===== config.mk =====
export PLATFORM = sky130hd
export DESIGN_NAME = lsu_mem_port
export DESIGN_NICKNAME = d
export VERILOG_FILES = /design/src/rtl/lsu_mem_port.sv
export SDC_FILE = /design/constraint.sdc
export NUM_CORES = 1
export LEC_CHECK = 0
export ABC_AREA = 1
export CAP_MARGIN = 40
export CELL_PAD_IN_SITES_DETAIL_PLACEMENT = 1
export CELL_PAD_IN_SITES_GLOBAL_PLACEMENT = 2
export CORE_UTILIZATION = 27
export DETAILED_ROUTE_END_ITERATION = 12
export PLACE_DENSITY = 0.79
export SETUP_SLACK_MARGIN = 0.2
export SKIP_CTS_REPAIR_TIMING = 1
export SLEW_MARGIN = 20
export SYNTH_ARGS = -nofsm -noshare
export SYNTH_HDL_FRONTEND = slang
export SYNTH_SLANG_ARGS = --single-unit

===== constraint.sdc =====
create_clock -name clk -period 7.3 [get_ports clk]
set_clock_uncertainty 0.1 [all_clocks]
set_input_delay 1.095 -clock clk [delete_from_list [all_inputs] [get_ports clk]]
set_output_delay 1.095 -clock clk [all_outputs]
set_load 0.05 [all_outputs]

===== src/rtl/lsu_mem_port.sv =====
// lsu_mem_port: big-endian load/store unit memory port with read-modify-write for sub-word stores
// Build option: define LSU_ALIGN_CHECK_EN to reject misaligned half/word accesses with err=1
module lsu_mem_port (
    input  logic        clk,
    input  logic        rst,
    input  logic        req,
    input  logic        we,
    input  logic [1:0]  size,
    input  logic        sign_ext,
    input  logic [31:0] addr,
    input  logic [31:0] wdata,
    output logic        ready,
    output logic        done,
    output logic [31:0] rdata,
    output logic        err,
    output logic [31:0] data_addr,
    output logic        data_wr,
    output logic [31:0] data_in,
    input  logic [31:0] data_out
);
    typedef enum logic [2:0] {IDLE, LOAD, RMW_READ, WRITE, DONE} state_t;
    state_t state, state_next;
    logic [31:0] addr_q, wdata_q, merge_q, last_addr, load_val, merge_val;
    logic [1:0]  size_q;
    logic        we_q, sign_ext_q, misaligned;
`ifdef LSU_ALIGN_CHECK_EN
    logic        err_q;
    assign misaligned = (size == 2'b01 && addr[0]) || (size[1] && addr[1:0] != 2'b00);
    assign err = err_q;
    // error flag is decided at acceptance and presented with the done pulse
    always_ff @(posedge clk or posedge rst)
        if (rst) err_q <= 1'b0;
        else if (state == IDLE && req) err_q <= misaligned;
`else
    assign misaligned = 1'b0;
    assign err = 1'b0;
`endif
    assign ready = state == IDLE;
    assign done = state == DONE;
    assign data_wr = state == WRITE && we_q;
    assign data_in = data_wr ? (size_q[1] ? wdata_q : merge_q) : '0;
    assign data_addr = (state == LOAD || state == RMW_READ || state == WRITE) ? addr_q : last_addr;
    assign load_val = size_q == 2'b00 ? {{24{sign_ext_q & data_out[31]}}, data_out[31:24]} :
                      size_q == 2'b01 ? {{16{sign_ext_q & data_out[31]}}, data_out[31:16]} : data_out;
    assign merge_val = size_q == 2'b00 ? {wdata_q[7:0], data_out[23:0]} : {wdata_q[15:0], data_out[15:0]};
    // state register
    always_ff @(posedge clk or posedge rst)
        if (rst) state <= IDLE;
        else state <= state_next;
    // next-state: dispatch on request type, then walk the access sequence back to IDLE
    always_comb begin
        state_next = state;
        case (state)
            IDLE:     if (req) state_next = misaligned ? DONE : !we ? LOAD : size[1] ? WRITE : RMW_READ;
            LOAD:     state_next = DONE;
            RMW_READ: state_next = WRITE;
            WRITE:    state_next = DONE;
            default:  state_next = IDLE;
        endcase
    end
    // latch request fields at acceptance
    always_ff @(posedge clk or posedge rst)
        if (rst) begin
            addr_q     <= '0;
            wdata_q    <= '0;
            size_q     <= '0;
            we_q       <= 1'b0;
            sign_ext_q <= 1'b0;
        end else if (state == IDLE && req) begin
            addr_q     <= addr;
            wdata_q    <= wdata;
            size_q     <= size;
            we_q       <= we;
            sign_ext_q <= sign_ext;
        end
    // datapath: load result, merge word for sub-word stores, and held memory address
    always_ff @(posedge clk or posedge rst)
        if (rst) begin
            rdata     <= '0;
            merge_q   <= '0;
            last_addr <= '0;
        end else begin
            last_addr <= data_addr;
            if (state == LOAD && !we_q) rdata <= load_val;
            if (state == RMW_READ) merge_q <= merge_val;
        end
endmodule


### Word-level counts from Yosys, hierarchy flattened

Index checks and enable logic that the tools add are counted.

| word-level totals | value |
|---|---|
| bits in registers | 167 |

| operators by class | value |
|---|---|
| equality and inequality tests | 6 |
| multiplexer cells | 10 |
| bitwise operators | 1 |
| reduce and logical (&&, ||, !) cells | 9 |

Operator list:

| cell | count |
|---|---|
| two-way mux 32 bit | 6 |
| one-hot mux 3 bit (3 select lines) | 1 |
| equality test 3 x 2 -> 1 bit (second input constant) | 2 |
| equality test 3 x 1 -> 1 bit (second input constant) | 1 |
| equality test 3 bit (second input constant) | 1 |
| logical AND 1 bit | 3 |
| zero test 3 bit | 1 |
| two-way mux 3 bit | 1 |
| equality test 2 x 1 -> 1 bit (second input constant) | 1 |
| zero test 2 bit | 1 |
| logical OR 1 bit | 2 |
| two-way mux 2 bit | 1 |
| inequality test 2 bit (second input constant) | 1 |
| OR reduction 2 bit | 1 |
| AND 1 bit | 1 |
| zero test 1 bit | 1 |
| two-way mux 1 bit | 1 |

### Logic depth before layout (Yosys ltp)

| depth | value |
|---|---|
| word-level depth | 4 |
| mapped depth | 7 |
| depth with buffers taken out | 6 |

### Worst setup path before layout

OpenSTA, ideal clock, no wires.

| timing | value |
|---|---|
| kind | register to output |
| from | register size_q[1] |
| to | output port data_in[11] |
| arrival time | 1,835 ps |
| setup slack | 4,270 ps |
| stages on the path, launching flop included | 7 |
| path buffers | 3 |
| cell sequence | dfrtp_1 > buf_2 > inv_1 > buf_2 > buf_1 > nand2_1 > a21oi_1 |

| between the ends | value |
|---|---|
| longest elaborated chain between the ends | 2 |

Ends and longest elaborated chain:

| item | line | text |
|---|---|---|
| start: declaration | 24 | `logic [1:0] size_q;` |
| start signal: assignment | 72 | `size_q <= size;` |
| two-way mux 32 bit (2 in a row) | 41 | `assign data_in = data_wr ? (size_q[1] ? wdata_q : merge_q) : '0;` |
| end: declaration | 18 | `output logic [31:0] data_in,` |

No other way between the ends.

### Worst setup path after layout

| timing | value |
|---|---|
| from | register state[0] |
| to | output port data_in[14] |

| between the ends | value |
|---|---|
| longest elaborated chain between the ends | 3 |

Ends and longest elaborated chain:

| item | line | text |
|---|---|---|
| start: declaration | 22 | `state_t state, state_next;` |
| start signal: assignment | 49 | `else state <= state_next;` |
| equality test 3 x 2 -> 1 bit | 40 | `assign data_wr = state == WRITE && we_q;` |
| logical AND 1 bit | 40 |  |
| two-way mux 32 bit | 41 |  |

No other way between the ends.

==> results_dict.tcl <==
set metrics [dict create \
    status "finished clean" \
    clk_path_buf_depth 2 \
    track_usage_pct 19.3 \
    top_level_ports 203 \
    rsz0062_at_grt "no" \
    timing.fmax_ghz 0.238 \
    p_clk_share_pct 17.8 \
    globalplace.congestion 0.761 \
    post-route-util_pct 38.8 \
    layout_min_cycle_time_ns 4.21 \
    clockRootBuffer "clkbuf_16" \
    grt_pass1_wl_um 42500 \
    ys_warn_count 0 \
    start_util_pct 27.8 \
    hold_ws_ns 0.376 \
    clock_latency_ns 0.42 \
    endpoint_kind "output port" \
    power.density_mw_per_mm2 507 \
    viasPerCell 4.58 \
    yosysUniqueCellTypes 17 \
    die-area_sq_mm 0.0286 \
    critPathArrivalTime_ns 3.01 \
    cts.sinks 167 \
    pwr-share-comb_pct 51.7 \
    drv_slew 0 \
    grt_pass1_vias 7303 \
    drt_iter0_drc 463 \
    wl_um 26900 \
    leakage_nw 5.02 \
    ys_seq_area_share_pct 55.4 \
    p_seq_share_pct 30.6 \
    portBuffers 201 \
    core-area_sq_mm 0.0272 \
    tightest_slew_ns 0.805 \
    dieWidth_um 169 \
    p_sw_mw 2.64 \
    design_area_sq_mm 0.0105 \
    n_fill_cell 3293 \
    drc 0 \
    ys_ff_latch 167 \
    path_class "flip-flop to output port" \
    postSynthAreaPerCell_sq_um 7.69 \
    grt_max_degree 69 \
    wl_per_cell_um 17.5 \
    rows 60 \
    multi_input_area_sq_mm 0.00299 \
    cp.required_ns 6.11 \
    syn_to_final_growth_pct 39.6 \
    final-seq-area_sq_mm 0.00418 \
    drive_gt1_share_pct 5.07 \
    hpwl_um 18600 \
    placed_area_sq_mm 0.00991 \
    finalHoldViolCount 0 \
    startpoint_type "flip-flop" \
    dp_cells 1503 \
    critPathMaxFanout 33 \
    max_cap_viol_count 0 \
    p_sw_share_pct 49.3 \
    syn_inst 981 \
    fin_crit_sh_pct 57.6 \
    antenna_found_initial 3 \
    dr.pass1.iters 4 \
    p_int_mw 2.71 \
    fin_tns_setup_ns 0 \
    cts_tree "done" \
    fin_nets 1253 \
    ir_worst_vdd_uv 364 \
    slew_headroom_pct 46.2 \
    path_clk_slew_ns 0.07 \
    syn-cell-area_sq_mm 0.00755 \
    drtAntennaViolNets 0 \
    layout.cells.non_filler 1536 \
    htreeDepth 4 \
    overflow 0 \
    die_h_um 169 \
    syn-num-nets 1084 \
    setup_viol 0 \
    vias 7042 \
    hold_class "flip-flop to flip-flop" \
    r2r_slack_ns 4.91 \
    cts_buffers 17 \
]
synthesized netlist by cell type:
cell	n	share of area (%)
nand2_1	409	20
dfrtp_1	167	55
nand3_1	140	9.3
nor2_1	101	5.0
a21oi_1	51	3.4
clkbuf_1	31	1.5
buf_2	27	1.8
inv_1	25	1.2
o21ai_0	7	0.46
buf_1	6	0.30
o21ai_1	5	0.33
inv_2	4	0.20
nor2_2	4	0.33
buf_4	1	0.10
conb_1	1	0.050
nand2_2	1	0.083
nor2_4	1	0.15
placed cells by master, fill, tap and decap left out, drive strengths merged:
master / count
a21oi: 51
buf: 14
bufinv: 1
clkbuf: 17
clkdlybuf4s50: 201
clkinv: 5
conb: 1
dfrtp: 167
diode: 1
inv: 38
nand2: 410
nand3: 140
nor2: 106
o21ai: 12
registers in the layout (all words and copies together) (netlist names):
register,count
addr_q,32
last_addr,32
merge_q,32
rdata,32
wdata_q,32
state,3
size_q,2
sign_ext_q,1
we_q,1
per-stage QoR:
stage	power (mW)	setup slack, ns
global route	5.72	2.77
CTS	5.43	2.96
floorplan	3.48	1.59
finish	5.34	3.09
detailed placement	4.45	3.43
global placement	4.39	3.42
cell type report:
class	instances	share of cell area [%]
repair buffers	215	20.5
clock inverters	15	1.85
flip-flops and latches	167	39.7
diodes	1	0.0238
inverters	29	1.08
clock buffers	17	4.04
multi-input cells	720	28.4
well taps	372	4.42
critical path, cell delays in order, from the launching register on:
cell	delay (ns)
dfrtp_1	0.46
inv_2	0.07
nor2_4	0.45
nand3_1	0.17
buf_4	0.29
a21oi_1	0.28
clkdlybuf4s50_1	0.88
power groups by stage:
| stage | sequential [mW] | combinational [mW] | clock, mW |
|---|---|---|---|
| finish | 1.63 | 2.76 | 0.949 |
| floorplan | 1.86 | 1.63 | 0 |
| detailed placement | 1.65 | 2.80 | 0 |
| global placement | 1.64 | 2.75 | 0 |
| CTS | 1.64 | 2.81 | 0.980 |
| global route | 1.69 | 3.02 | 1.01 |
kinds of logic after synthesis:
logic type             share of synthesized area, %
flip-flops                                     55.4
AND/OR/NAND/NOR                                35.2
buffers and inverters                          5.17
AO/OA/AOI/OAI                                  4.18
other                                        0.0497
per-layer routing:
metal	up-vias	wire [um]	track usage, %
li1	3423	-	-
met1	3451	12800	26.6
met5	-	22	0
met2	155	12500	30.8
met3	9	1490	4.90
met4	4	118	3.13
path summary, 6_finish.rpt:
path	from	end	cells past startpoint
min	wdata_q[26]$_DFFE_PP0P_	wdata_q[26]$_DFFE_PP0P_	2
max reg2reg	state[2]$_DFFE_PP0P_	merge_q[23]$_DFFE_PP0P_	7
min in group asynchronous	rst	addr_q[21]$_DFFE_PP0P_	2
max	state[0]$_DFFE_PP0P_	data_in[14]	6
min reg2reg	wdata_q[26]$_DFFE_PP0P_	wdata_q[26]$_DFFE_PP0P_	2
max in group asynchronous	rst	size_q[1]$_DFFE_PP0P_	3
(Power assumes the default switching activity.)
